==> config.mk <==
export PLATFORM = sky130hd
export DESIGN_NAME = ember_wb_arbiter_flat
export DESIGN_NICKNAME = d
export VERILOG_FILES = /design/src/rtl/ember_pkg.sv /design/src/rtl/ember_wb_arbiter_if.sv /design/src/rtl/ember_wb_fifo.sv /design/src/rtl/ember_wb_arbiter.sv /design/src/flat_wrapper.sv
export SDC_FILE = /design/constraint.sdc
export NUM_CORES = 1
export LEC_CHECK = 0
export ABC_AREA = 1
export BUFFER_PORTS_ARGS = -buffer_cell sky130_fd_sc_hd__buf_2
export CAP_MARGIN = 20
export CORE_ASPECT_RATIO = 1.75
export CORE_MARGIN = 3
export CORE_UTILIZATION = 40
export CTS_CLUSTER_DIAMETER = 150
export DETAILED_ROUTE_END_ITERATION = 8
export SETUP_SLACK_MARGIN = 0.15
export SYNTH_ARGS = -nofsm -noshare
export SYNTH_HDL_FRONTEND = slang
export SYNTH_SLANG_ARGS = --single-unit
==> constraint.sdc <==
create_clock -name clk -period 4.9 [get_ports clk]
set_input_delay 0.245 -clock clk [delete_from_list [all_inputs] [get_ports clk]]
set_output_delay 0.245 -clock clk [all_outputs]
set_load 0.005 [all_outputs]
==> src/rtl/ember_pkg.sv <==
// Shared definitions for the Ember writeback path: register-file geometry,
// the null register, and the request record carried through the FIFOs.
package ember_pkg;

  localparam int DATA_W = 64;
  localparam int NREGS  = 19;
  localparam int ADDR_W = 5;

  localparam logic [ADDR_W-1:0] REG_NULL = '0;

  typedef struct packed {
    logic [ADDR_W-1:0] addr;
    logic [DATA_W-1:0] data;
  } wb_req_t;

  // True when addr names an architectural register (R0 included).
  function automatic logic reg_in_range(logic [ADDR_W-1:0] addr, int nregs);
    return {{(32 - ADDR_W){1'b0}}, addr} < 32'(nregs);
  endfunction

endpackage

==> src/rtl/ember_wb_arbiter_if.sv <==
// Bus bundle between the two result producers, the writeback arbiter and the
// register file write port.
//
// Handshake: a producer holds *_valid with stable addr/data until it sees
// *_ready high on a rising edge; the beat transfers on that edge. ready never
// depends on valid in the same cycle, and valid must not wait for ready.
interface ember_wb_arbiter_if #(
  parameter int DATA_W = ember_pkg::DATA_W,
  parameter int NREGS  = ember_pkg::NREGS
);
  import ember_pkg::*;

  logic              alu_valid;
  logic              alu_ready;
  logic [ADDR_W-1:0] alu_addr;
  logic [DATA_W-1:0] alu_data;

  logic              ld_valid;
  logic              ld_ready;
  logic [ADDR_W-1:0] ld_addr;
  logic [DATA_W-1:0] ld_data;

  logic              wr_en;
  logic [ADDR_W-1:0] wr1_addr;
  logic [DATA_W-1:0] wr1_data;
  logic [NREGS-1:0]  pend_mask;
  logic              addr_err;

  // Producer / register-file side.
  modport master (
    output alu_valid, alu_addr, alu_data,
    output ld_valid, ld_addr, ld_data,
    input  alu_ready, ld_ready,
    input  wr_en, wr1_addr, wr1_data, pend_mask, addr_err
  );

  // Arbiter side.
  modport slave (
    input  alu_valid, alu_addr, alu_data,
    input  ld_valid, ld_addr, ld_data,
    output alu_ready, ld_ready,
    output wr_en, wr1_addr, wr1_data, pend_mask, addr_err
  );

endinterface

==> src/rtl/ember_wb_fifo.sv <==
// Small synchronous FIFO of writeback requests. Besides head/full/empty it
// exposes every slot's address and an occupancy vector so the parent can build
// the pending-write mask without knowing the pointer layout.
module ember_wb_fifo import ember_pkg::*; #(
  parameter int DEPTH = 2
) (
  input  logic              clk,
  input  logic              rst,
  input  logic              push,
  input  wb_req_t           din,
  input  logic              pop,
  output logic              full,
  output logic              empty,
  output wb_req_t           head,
  output logic [ADDR_W-1:0] entry_addr [DEPTH],
  output logic [DEPTH-1:0]  entry_valid
);

  localparam int PTR_W = $clog2(DEPTH);
  localparam int CNT_W = PTR_W + 1;

  wb_req_t          mem [DEPTH];
  logic [PTR_W-1:0] rd_ptr;
  logic [PTR_W-1:0] wr_ptr;
  logic [CNT_W-1:0] count;
  logic [PTR_W-1:0] off;
  logic             do_push;
  logic             do_pop;

  assign full    = (count == CNT_W'(DEPTH));
  assign empty   = (count == '0);
  assign do_push = push && !full;
  assign do_pop  = pop && !empty;
  assign head    = mem[rd_ptr];

  // Pointers wrap naturally because DEPTH is a power of two.
  always_ff @(posedge clk or negedge rst) begin
    if (!rst) begin
      rd_ptr <= '0;
      wr_ptr <= '0;
      count  <= '0;
    end else begin
      if (do_push) wr_ptr <= wr_ptr + PTR_W'(1);
      if (do_pop)  rd_ptr <= rd_ptr + PTR_W'(1);
      if (do_push && !do_pop)      count <= count + CNT_W'(1);
      else if (do_pop && !do_push) count <= count - CNT_W'(1);
    end
  end

  // Storage needs no reset: occupancy alone decides what is valid.
  always_ff @(posedge clk) begin
    if (do_push) mem[wr_ptr] <= din;
  end

  // A slot is live when its distance from the read pointer is below count.
  always_comb begin
    entry_valid = '0;
    off         = '0;
    for (int i = 0; i < DEPTH; i++) begin
      entry_addr[i]  = mem[i].addr;
      off            = PTR_W'(i) - rd_ptr;
      entry_valid[i] = ({1'b0, off} < count);
    end
  end

endmodule

==> src/rtl/ember_wb_arbiter.sv <==
// Writeback arbiter: buffers ALU and load results, grants the single register
// file write port with load priority and a bounded ALU wait, and publishes the
// set of registers that still have a write in flight.
module ember_wb_arbiter #(
  parameter int DATA_W       = ember_pkg::DATA_W,
  parameter int NREGS        = ember_pkg::NREGS,
  parameter int FIFO_DEPTH   = 2,
  parameter int STARVE_LIMIT = 4
) (
  input logic               clk,
  input logic               rst,
  ember_wb_arbiter_if.slave bus
);
  import ember_pkg::*;

  localparam int SC_W = $clog2(STARVE_LIMIT + 1);

  wb_req_t           alu_in, ld_in, alu_head, ld_head;
  logic [ADDR_W-1:0] alu_ent [FIFO_DEPTH];
  logic [ADDR_W-1:0] ld_ent  [FIFO_DEPTH];
  logic [FIFO_DEPTH-1:0] alu_ev, ld_ev;
  logic              alu_full, alu_empty, ld_full, ld_empty;
  logic              alu_acc, ld_acc, alu_push, ld_push;
  logic              alu_win, ld_win;
  logic [SC_W-1:0]   starve_cnt;
  logic              wr_en_q;
  logic [ADDR_W-1:0] wr1_addr_q;
  logic [DATA_W-1:0] wr1_data_q;
  logic              addr_err_q;
  logic [NREGS-1:0]  pend;

  // Ready is purely "not full" so it never waits on this cycle's pop.
  assign bus.alu_ready = !alu_full;
  assign bus.ld_ready  = !ld_full;
  assign alu_acc = bus.alu_valid && !alu_full;
  assign ld_acc  = bus.ld_valid && !ld_full;

  // Null and out-of-range destinations are swallowed at the door.
  assign alu_push = alu_acc && (bus.alu_addr != REG_NULL) && reg_in_range(bus.alu_addr, NREGS);
  assign ld_push  = ld_acc && (bus.ld_addr != REG_NULL) && reg_in_range(bus.ld_addr, NREGS);
  assign alu_in   = '{addr: bus.alu_addr, data: bus.alu_data};
  assign ld_in    = '{addr: bus.ld_addr, data: bus.ld_data};

  ember_wb_fifo #(.DEPTH(FIFO_DEPTH)) u_alu_fifo (
    .clk(clk), .rst(rst), .push(alu_push), .din(alu_in), .pop(alu_win),
    .full(alu_full), .empty(alu_empty), .head(alu_head),
    .entry_addr(alu_ent), .entry_valid(alu_ev)
  );

  ember_wb_fifo #(.DEPTH(FIFO_DEPTH)) u_ld_fifo (
    .clk(clk), .rst(rst), .push(ld_push), .din(ld_in), .pop(ld_win),
    .full(ld_full), .empty(ld_empty), .head(ld_head),
    .entry_addr(ld_ent), .entry_valid(ld_ev)
  );

  // Load wins contention unless the ALU head has already lost STARVE_LIMIT times.
  always_comb begin
    alu_win = !alu_empty && (ld_empty || (starve_cnt == SC_W'(STARVE_LIMIT)));
    ld_win  = !ld_empty && !alu_win;
  end

  // Count consecutive losses of a waiting ALU head, saturating at the limit.
  always_ff @(posedge clk or negedge rst) begin
    if (!rst) begin
      starve_cnt <= '0;
    end else if (alu_empty || alu_win) begin
      starve_cnt <= '0;
    end else if (starve_cnt != SC_W'(STARVE_LIMIT)) begin
      starve_cnt <= starve_cnt + SC_W'(1);
    end
  end

  // Register the winner onto the write port; address/data hold when idle.
  always_ff @(posedge clk or negedge rst) begin
    if (!rst) begin
      wr_en_q    <= 1'b0;
      wr1_addr_q <= '0;
      wr1_data_q <= '0;
    end else if (alu_win) begin
      wr_en_q    <= 1'b1;
      wr1_addr_q <= alu_head.addr;
      wr1_data_q <= alu_head.data;
    end else if (ld_win) begin
      wr_en_q    <= 1'b1;
      wr1_addr_q <= ld_head.addr;
      wr1_data_q <= ld_head.data;
    end else begin
      wr_en_q    <= 1'b0;
    end
  end

  // Sticky flag for any accepted destination beyond the register file.
  always_ff @(posedge clk or negedge rst) begin
    if (!rst) begin
      addr_err_q <= 1'b0;
    end else if ((alu_acc && !reg_in_range(bus.alu_addr, NREGS)) ||
                 (ld_acc && !reg_in_range(bus.ld_addr, NREGS))) begin
      addr_err_q <= 1'b1;
    end
  end

  // Pending mask: every live FIFO slot plus the write currently on the port.
  always_comb begin
    pend = '0;
    for (int i = 0; i < FIFO_DEPTH; i++) begin
      if (alu_ev[i]) pend[alu_ent[i]] = 1'b1;
      if (ld_ev[i])  pend[ld_ent[i]]  = 1'b1;
    end
    if (wr_en_q) pend[wr1_addr_q] = 1'b1;
  end

  assign bus.wr_en     = wr_en_q;
  assign bus.wr1_addr  = wr1_addr_q;
  assign bus.wr1_data  = wr1_data_q;
  assign bus.pend_mask = pend;
  assign bus.addr_err  = addr_err_q;

endmodule

==> src/flat_wrapper.sv <==
// flat-port wrapper written by rule: the top's interface ports become plain ports
module ember_wb_arbiter_flat import ember_pkg::*;
#(
  parameter int DATA_W       = ember_pkg::DATA_W,
  parameter int NREGS        = ember_pkg::NREGS,
  parameter int FIFO_DEPTH   = 2,
  parameter int STARVE_LIMIT = 4
)
  (clk, rst, bus_alu_valid, bus_alu_addr, bus_alu_data, bus_ld_valid, bus_ld_addr, bus_ld_data, bus_alu_ready, bus_ld_ready, bus_wr_en, bus_wr1_addr, bus_wr1_data, bus_pend_mask, bus_addr_err);
  ember_wb_arbiter_if #(.DATA_W(DATA_W), .NREGS(NREGS)) bus_i ();
  input logic clk;
  input logic rst;
  input wire logic [$bits(bus_i.alu_valid)-1:0] bus_alu_valid;
  input wire logic [$bits(bus_i.alu_addr)-1:0] bus_alu_addr;
  input wire logic [$bits(bus_i.alu_data)-1:0] bus_alu_data;
  input wire logic [$bits(bus_i.ld_valid)-1:0] bus_ld_valid;
  input wire logic [$bits(bus_i.ld_addr)-1:0] bus_ld_addr;
  input wire logic [$bits(bus_i.ld_data)-1:0] bus_ld_data;
  output wire logic [$bits(bus_i.alu_ready)-1:0] bus_alu_ready;
  output wire logic [$bits(bus_i.ld_ready)-1:0] bus_ld_ready;
  output wire logic [$bits(bus_i.wr_en)-1:0] bus_wr_en;
  output wire logic [$bits(bus_i.wr1_addr)-1:0] bus_wr1_addr;
  output wire logic [$bits(bus_i.wr1_data)-1:0] bus_wr1_data;
  output wire logic [$bits(bus_i.pend_mask)-1:0] bus_pend_mask;
  output wire logic [$bits(bus_i.addr_err)-1:0] bus_addr_err;
  assign bus_i.alu_valid = bus_alu_valid;
  assign bus_i.alu_addr = bus_alu_addr;
  assign bus_i.alu_data = bus_alu_data;
  assign bus_i.ld_valid = bus_ld_valid;
  assign bus_i.ld_addr = bus_ld_addr;
  assign bus_i.ld_data = bus_ld_data;
  assign bus_alu_ready = bus_i.alu_ready;
  assign bus_ld_ready = bus_i.ld_ready;
  assign bus_wr_en = bus_i.wr_en;
  assign bus_wr1_addr = bus_i.wr1_addr;
  assign bus_wr1_data = bus_i.wr1_data;
  assign bus_pend_mask = bus_i.pend_mask;
  assign bus_addr_err = bus_i.addr_err;
  ember_wb_arbiter #(.DATA_W(DATA_W), .NREGS(NREGS), .FIFO_DEPTH(FIFO_DEPTH), .STARVE_LIMIT(STARVE_LIMIT)) u_core (.clk(clk), .rst(rst), .bus(bus_i));
endmodule
# Yosys cells after proc, flatten, opt, wreduce, memory -nomap -nowiden
# Memory sizes are Yosys's and may differ from the RTL's.
# Index checks and enable logic that the tools add are counted.
# word_totals
elab_cells	126
ramBits	276
register_bits	82
output_inout_bits	92
mem_count	2
# memory_table
name	depth	width	read_ports	rd_ports_with_merged_regs	wr	line_no	rtl
u_core.u_alu_fifo.mem	2	69	3	0	1	ember_wb_fifo.sv:22	wb_req_t mem [DEPTH];
u_core.u_ld_fifo.mem	2	69	3	0	1	ember_wb_fifo.sv:22	
# classes
eq_ne	4
magnitude_cmp	16
bitwise_logic	4
addsub	13
n_mux	31
reduce_logical	45
# ops
operator	count
2-to-1 mux 64 bit	2
2-to-1 mux 19 bit	5
bitwise OR 19 bit	4
less-than comparator 5 x 6 -> 1 bit (second input constant)	5
demux 1 bit (select 5 bit)	5
greater-or-equal comparator 5 x 1 -> 1 bit (second input constant)	5
logical AND 1 bit	23
zero test 1 bit	11
2-to-1 mux 1 bit	11
less-than comparator 5 bit (second input constant)	2
2-to-1 mux 5 bit	2
nonzero test 5 bit	2
less-than comparator 1 x 2 -> 1 bit	4
2-to-1 mux 2 bit	4
nonzero test 2 bit	4
2-to-1 mux 3 bit	2
adder 1 bit (second input constant)	4
adder 2 x 1 -> 2 bit (second input constant)	2
equality test 2 bit (second input constant)	2
zero test 2 bit	2
subtractor 1 bit (first input constant)	4
subtractor 2 x 1 -> 2 bit (second input constant)	2
adder 3 x 1 -> 3 bit (second input constant)	1
equality test 3 bit (second input constant)	1
2 further kinds	4

# Logic depth before layout (Yosys ltp)
# Gate-level depths: netlist of run 1.
# depth
word_depth	13
ltp_mapped	10

# Modules after synthesis
# From an unflattened synthesis of run 1, not the netlist that was laid out.
# hier_totals
hier_cells	1604
area_unflattened_um2	15516.1
# by_module_without_submodules
mod	seq_area_each_um2	cells_per_inst	instances	area_per_inst_um2
ember_wb_fifo	4244.1	404	2	5341.4
ember_wb_arbiter	1851.8	796	1	4833.4

# Worst setup path after synthesis of run 1
# OpenSTA, ideal clock, no wires.
# synth_path
path_kind	reg2reg
startpoint	register u_core.u_alu_fifo.count[0]
endpoint	memory u_core.u_alu_fifo.mem[1][0] (netlist bit), enable pin
setup_ps	497
required_ps	4403
path_slack_ps	574
path_stages_with_launch	5
path_buffers	0
arrival_time_ps	3829
cell_sequence	dfrtp_1 -> inv_1 -> a21boi_0 -> nand3_1 -> nor2_1
# synth_between
elab_chain_len	8
# synth_lines
item	line_no	rtl
from (decl)	ember_wb_fifo.sv:25	logic [CNT_W-1:0] count;
from (signal assigned)	ember_wb_fifo.sv:45	if (do_push && !do_pop) count <= count + CNT_W'(1);
from (signal assigned)	ember_wb_fifo.sv:46	else if (do_pop && !do_push) count <= count - CNT_W'(1);
equality test 2 bit (*)	ember_wb_fifo.sv:30	assign full = (count == CNT_W'(DEPTH));
zero test 1 bit (*)	ember_wb_fifo.sv:32, ember_wb_arbiter.sv:35	
logical AND 1 bit	ember_wb_arbiter.sv:35	assign alu_acc = bus.alu_valid && !alu_full;
logical AND 1 bit (2 in series)	ember_wb_arbiter.sv:39	assign alu_push = alu_acc && (bus.alu_addr != REG_NULL) && reg_in_range(bus.alu_addr, NREGS);
logical AND 1 bit (*)	ember_wb_fifo.sv:32	assign do_push = push && !full;
2-to-1 mux 1 bit (*)	ember_wb_fifo.sv:52	if (do_push) mem[wr_ptr] <= din;
2-to-1 mux 1 bit (not written as such) (*)	ember_wb_fifo.sv:52	
to (decl)	ember_wb_fifo.sv:22	
# Mark *: on every way between the ends. The rest lies on a longest branch, timed or not.

# Final worst setup path of run 1
# layout_path
startpoint	register u_core.u_alu_fifo.count[0]
endpoint	register u_core.wr1_data_q[49], in the netlist u_core.bus.wr1_data[49]
# layout_between
elab_chain_len	6
# layout_lines
item	line_no	rtl
zero test 2 bit (*)	ember_wb_fifo.sv:31	assign empty = (count == '0);
zero test 1 bit (*)	ember_wb_arbiter.sv:58	alu_win = !alu_empty && (ld_empty || (starve_cnt == SC_W'(STARVE_LIMIT)));
logical AND 1 bit (*)	ember_wb_arbiter.sv:58	
zero test 1 bit	ember_wb_arbiter.sv:59	ld_win = !ld_empty && !alu_win;
logical AND 1 bit	ember_wb_arbiter.sv:59	
nonzero test 2 bit (no source line)	--	
to (signal assigned)	ember_wb_arbiter.sv:82	wr1_data_q <= alu_head.data;
to (signal assigned)	ember_wb_arbiter.sv:86	wr1_data_q <= ld_head.data;
to (decl)	ember_wb_arbiter.sv:28	logic [DATA_W-1:0] wr1_data_q;
# Marks and branches as above.
# A chain may end at the register's enable or synchronous reset.

==> results of run 1 <==
==> metal layers <==
layer	vias up	part of all wire (%)	global-route usage [%]	routed length, um
met4	0	5.5	10.9	2290
met5	-	0	0	0
met3	94	4.1	2.44	1730
li1	5568	-	-	-
met2	309	54	38.9	22800
met1	5505	36	22.1	15200
==> placed cells by master (no fill, tap or decap), types with 6 or more instances in the layout <==
cell type      Yosys  final
o21ai_0           77     77
dlygate4sd3_1      0    139
clkbuf_16          0     32
dfrtp_1           82     80
buf_2             24    232
nand4_1           66     66
nor3_1             8      8
inv_1            111    108
edfxtp_1         276    276
clkbuf_8           0      8
buf_4              3     11
nand3_1          121    121
clkinv_2           0      8
nand2_1          488    488
nor2_1           129    127
diode_2            0      8
clkbuf_1          27      6
==> tightest hold or removal path, delay by kind of cell <==
kind	cells	cell delay (ps)
compound gates	1	160
buf+inv	1	100
simple gates	2	150
==> kinds of logic (layout without fill, tap and decap cells) <==
family,count (synthesis),after routing
AO/OA/AOI/OAI,84,84
XOR/XNOR,7,7
adder cells (fa/ha/maj),4,4
buffers and inverters,182,556
flip-flops,358,358
other,0,8
AND/OR/NAND/NOR,819,819
==> layout make-up <==
cell class,instances,area [sq um]
multi-input combinational,914,4000
timing repair buffer,383,2660
clock inverter,12,141
antenna,8,20.0
tap,475,594
clock buffer,46,933
fill,3361,17900
sequential,358,10300
inverter,115,434
==> final timing paths <==
kind / startpoint / endpoint / slack [ps] / depth (start not counted)
worst max-delay path: u_core.u_alu_fifo.count[0] / u_core.bus.wr1_data[49] / 1750 / 6
worst min-delay path: bus_alu_valid / u_core.bus.addr_err / 140 / 4
worst max register to register: u_core.u_alu_fifo.count[0] / u_core.bus.wr1_data[49] / 1750 / 6
worst min register to register: u_core.bus.wr1_data[42] / u_core.bus.wr1_data[42] / 480 / 2
max in group asynchronous: rst / u_core.u_ld_fifo.rd_ptr / 3590 / 3
min in group asynchronous: rst / u_core.bus.wr1_data[9] / 190 / 2
==> metrics by stage <==
| stage | hold slack [ps] | power (W) | std cells |
|---|---|---|---|
| after floorplan | -50.6 | 0.00665 | 1454 |
| after global placement | 238 | 0.00794 | 2106 |
| after detailed placement | 246 | 0.00802 | 2106 |
| after CTS | 121 | 0.0107 | 2303 |
| after global routing | 138 | 0.0113 | 2311 |
| final | 144 | 0.0105 | 2311 |
==> state kept, by name (all words and copies together), names as in the netlist <==
name and cells:
u_core.u_ld_fifo.rd_ptr 1, u_core.u_alu_fifo.count 2, u_core.u_alu_fifo.wr_ptr 1, u_core.u_alu_fifo.mem 138
u_core.bus.wr1_data 64, u_core.bus.wr1_addr 5, u_core.u_ld_fifo.wr_ptr 1, u_core.starve_cnt 3
u_core.u_alu_fifo.rd_ptr 1, u_core.bus.addr_err 1, u_core.u_ld_fifo.count 2, u_core.u_ld_fifo.mem 138
u_core.bus.wr_en 1
==> where the power goes <==
part	total, W	switching [W]	internal, W
combinational	0.00353	0.00238	0.00115
sequential	0.00447	0.000435	0.00403
clock	0.00254	0.00107	0.00147
==> out/qor.yml, run 1 <==
outcome:
  outcome: "finished, final reports clean"
setup_path:
  worstSetupPathType: "reg2reg"
  cp-start-kind: "register"
  worst_path_most_repeated_cell: "nand2_1"
  cp_top_family: "buffers and inverters"
  critPathBufInv: 2
  path_cells: "nor2_4 -> nand3_4 -> inv_2 -> buf_4 -> nand2_1 -> nand2_1"
  required_ps: 5410
  crit_path_max_incr_delay_ps: 910
  crit_fanout: 71
  cp.arrival_ps: 3660
  cp_slowest_cell: "inv_2"
  cp-end-kind: "register"
synth:
  synth-edff-count: 276
  ys_warn_count: 0
  yosys.area_share.adder_pct: 0.333
  ys_types: 25
  avgSynthCellArea_sq_um: 10.3
  synth_top_family_by_area: "simple AND/OR/NAND/NOR gates"
  synth_common_cells: "488 x nand2_1, 276 x edfxtp_1, 129 x nor2_1"
  yosys.area_share.xor_xnor_pct: 0.408
  yosys_register_bits: 358
  syn_inst: 1454
  synth-compound-area-share_pct: 2.84
  synthMuxAreaShare_pct: 0
  synthArstFlopShare_pct: 22.9
  yosys.area.top_type_share_pct: 55.1
  synth_ff_type: "edfxtp_1"
  synth_area_leaders: "edfxtp_1 55%, dfrtp_1 14%, nand2_1 12%"
  syn_area_sq_mm: 0.0150
  yosysSeqAreaShare_pct: 68.8
  synth_most_common_cell: "nand2_1"
  synth_nets: 1600
  synth_top_area_cell: "edfxtp_1"
  yosys.area_share.simple_pct: 22.8
cts:
  cts_buffers: 31
  cts_setup_buffers: 0
  cts_htree_levels: 1
  clk_latency_ps: 570
  cts.sinks: 358
  clockBufferDepth: 3
  cts_tree: "built"
  cts_root_buf: "clkbuf_16"
  postCtsHoldBufs: 139
  cts_resized: 0
  clk_pin_slew_ps: 70
global_routing:
  grt_usage_pct: 20.6
  grt_first_pass_wirelength_um: 65100
  antenna_found_initial: 8
  first_global_vias: 12000
  grt_overflow: 0
  grt_max_degree: 83
drt:
  drt_wl_total_um: 42000
  routedWlPerCell_um: 18.2
  vias: 11500
  drtPass1Iterations: 5
  viasPerCell: 4.97
  ant_nets: 0
  route.detailed.drc: 0
  drtIter0Drc: 552
sta:
  skew_ps: 18.8
  slew_viol_final: 0
  period_share_pct: 64.3
  final-setup-viol-count: 0
  fin_ws_ps: 1750
  max_freq_mhz: 317
  final.setup.tns_ps: 0
  min_period_ps: 3150
  grt_setup_unrepaired: "no"
  tightest_slew_ps: 1040
  hold_viol_final: 0
  max_slew_margin_pct: 30.4
layout:
  stdcell_area_sq_mm: 0.0191
  nets: 1949
  final_util_pct: 51.7
  area_growth_pct: 27.2
  drive_above_1_share_pct: 17.0
place:
  placed_area_sq_mm: 0.0166
  io_buffer_count: 233
  dpl.hpwl_um: 27600
  gp_congestion: 0.925
  pre_cts_ws_ps: 1720
power_and_ir_drop:
  vdd_ir_drop_max_v: 0.000404
  powerDensity_mw_per_mm2: 551
  leakagePower_nw: 8.12
floorplanning:
  die_x_um: 153
  die_h_um: 262
  boundaryPins: 234
  rows: 93
  core-area_sq_mm: 0.0370
  initial_core_util_pct: 40.6
  die_area_sq_mm: 0.0400
run:
  cap_violations: 0
worst_hold_path:
  hold_class: "in2reg"
Power figures use the tool's default switching activity.
==> run 2: changes to the inputs <==
- clock period: 4.9 -> 3.1 ns (I/O delays scaled with it)
==> run 2 against run 1 <==
Compared with the run above:
- die area stayed put
- sequential cell count unchanged
- first-iteration DRC count grew 5.1%
- sequential power is 57% higher
- clock power rose by 52%
- combinational power is 66% higher
- critical path type is now reg2out
- largest cell class unchanged
==> out/qor.yml, run 2 (synthesis results as in run 1) <==
floorplanning:
  die_area_sq_mm: 0.0400
  initial_core_util_pct: 40.6
  die_x_um: 153
  boundaryPins: 234
  die_h_um: 262
  core-area_sq_mm: 0.0370
  rows: 93
setup_path:
  worst_path_most_repeated_cell: "nand2_1"
  crit_path_max_incr_delay_ps: 680
  cp-end-kind: "output port"
  r2r-end: "u_core.u_ld_fifo.mem[0][4]"
  worstSetupPathType: "reg2out"
  r2r_start: "u_core.u_ld_fifo.count[0]"
  crit_fanout: 31
  cp-start-kind: "register"
  path_cells: "inv_1 -> nand2_1 -> nand2_1 -> nand2_1 -> nor2_1 -> nor2_1 -> nand3_1 -> buf_2"
  cp_top_family: "simple AND/OR/NAND/NOR gates"
  cp.arrival_ps: 2360
  required_ps: 2940
  cp_slowest_cell: "dfrtp_4"
  reg2regPathDepth: 5
  rrSetupSlack_ps: 930
  critPathBufInv: 2
layout:
  final_util_pct: 52.0
  final_common_cell: "nand2_1"
  nets: 1959
  drive_above_1_share_pct: 17.1
  area_growth_pct: 27.9
  final_cell_mix: "488 x nand2_1, 276 x edfxtp_1, 232 x buf_2, 140 x dlygate4sd3_1, 127 x nor2_1"
  fillers: 3338
worst_hold_path:
  hold_class: "in2reg"
  whs_path_depth: 4
  hold_end: "u_core.u_ld_fifo.wr_ptr"
  hp-start: "bus_ld_valid"
global_routing:
  grt_overflow: 0
  grt_first_pass_wirelength_um: 66500
  first_global_vias: 12000
  antenna_found_initial: 3
  grt_max_degree: 81
  grt_usage_pct: 21.1
sta:
  min_period_ps: 2520
  max_slew_margin_pct: 35.2
  hold_slack_ps: 131
  slew_viol_final: 0
  period_share_pct: 81.3
  final.setup.tns_ps: 0
  grt_setup_unrepaired: "no"
  skew_ps: 19.7
  max_freq_mhz: 397
  hold_viol_final: 0
  tightest_slew_ps: 972
  final-setup-viol-count: 0
drt:
  viasPerCell: 4.95
  drt_wl_total_um: 43000
  route.detailed.drc: 0
  ant_nets: 0
  routedWlPerCell_um: 18.6
  vias: 11500
  drtIter0Drc: 580
  drtPass1Iterations: 5
place:
  gp_congestion: 0.930
  dpl.hpwl_um: 27900
  io_buffer_count: 233
cts:
  cts_root_buf: "clkbuf_16"
  cts_htree_levels: 1
  cts_tree: "built"
  clk_pin_slew_ps: 70
  clk_latency_ps: 570
  cts.sinks: 358
  clockBufferDepth: 3
  cts_resized: 0
  cts_buffers: 31
power_and_ir_drop:
  seqPwrFrac_pct: 41.9
  switching_share_pct: 37.3
  vdd_ir_drop_max_v: 0.000909
  share_comb_of_total_power_pct: 35.0
  p_int_w: 0.0105
  leakagePower_nw: 8.15
  switchingPower_w: 0.00624
  clkPwrFrac_pct: 23.1
  powerDensity_mw_per_mm2: 869
outcome:
  outcome: "finished, final reports clean"
run:
  cap_violations: 0
run 2: cell types whose count changed in the layout (fill, tap and decap cells not counted), moves of 2 or more:
cell,delta
clkinv_2,-2
buf_12,+8
diode_2,-5
clkbuf_1,+4
run 2: cell type report:
type | instances | area (sq um) | share of cell area, %
inverter | 115 | 434 | 2.26
antenna | 3 | 7.51 | 0.0390
clock inverter | 10 | 104 | 0.540
multi-input combinational | 914 | 4000 | 20.8
sequential | 358 | 10300 | 53.8
clock buffer | 48 | 910 | 4.73
tap | 475 | 594 | 3.09
timing repair buffer | 393 | 2830 | 14.7
run 2: power groups by stage:
stage | Combinational (W) | Clock (W) | Sequential, W
6_report | 0.00585 | 0.00386 | 0.00700
5_1_grt | 0.00663 | 0.00411 | 0.00711
4_1_cts | 0.00588 | 0.00394 | 0.00704
3_5_place_dp | 0.00572 | 0 | 0.00713
3_3_place_gp | 0.00562 | 0 | 0.00710
2_1_floorplan | 0.00359 | 0 | 0.00691
run 2: stage by stage:
step           worst slack, ps  instance area, sq um  power [W]  cells
2_1_floorplan              391                 15000     0.0105   1454
3_3_place_gp               945                 16800     0.0127   2114
3_5_place_dp               938                 16800     0.0128   2114
4_1_cts                    399                 19200     0.0169   2312
5_1_grt                    312                 19200     0.0179   2316
6_report                   581                 19200     0.0167   2316
run 2: how the worst max path moves through the flow:
stage	from	slack [ps]	to	cells past startpoint
global placement	u_core.starve_cnt[0]	950	u_core.u_ld_fifo.count[1]	10
floorplan	u_core.u_alu_fifo.count[0]	390	u_core.u_alu_fifo.mem[0][0]	4
CTS	u_core.u_ld_fifo.rd_ptr	400	bus_pend_mask[10]	8
finish	u_core.u_ld_fifo.rd_ptr	580	bus_pend_mask[10]	8
detailed placement	u_core.u_ld_fifo.count[0]	940	u_core.u_ld_fifo.mem[0][13]	5
global route	u_core.u_ld_fifo.rd_ptr	310	bus_pend_mask[12]	8
run 2: repair_timing:
action                                 4_1_cts  5_1_grt
hold buffers                               140        0
setup endpoints to repair                    0        2
endpoints found under the hold margin      342        0
buffers inserted                             0        1
run 2: worst reg2reg max path: cells and delay by family, from the launching register on:
kind	cells	cell delay, ps
buffers and inverters	3	810
and+or+nand+nor	1	200
DFF	1	430
AOI/OAI and AO/OA	1	390
run 2: per-layer routing:
layer / global-route usage (%) / vias up / part of all wire (%) / routed length [um]
li1: - / 5581 / - / -
met1: 22.7 / 5422 / 37 / 15800
met2: 39.9 / 349 / 53 / 23000
met3: 2.60 / 108 / 4.2 / 1790
met4: 11.2 / 0 / 5.8 / 2480
met5: 0 / - / 0 / 0
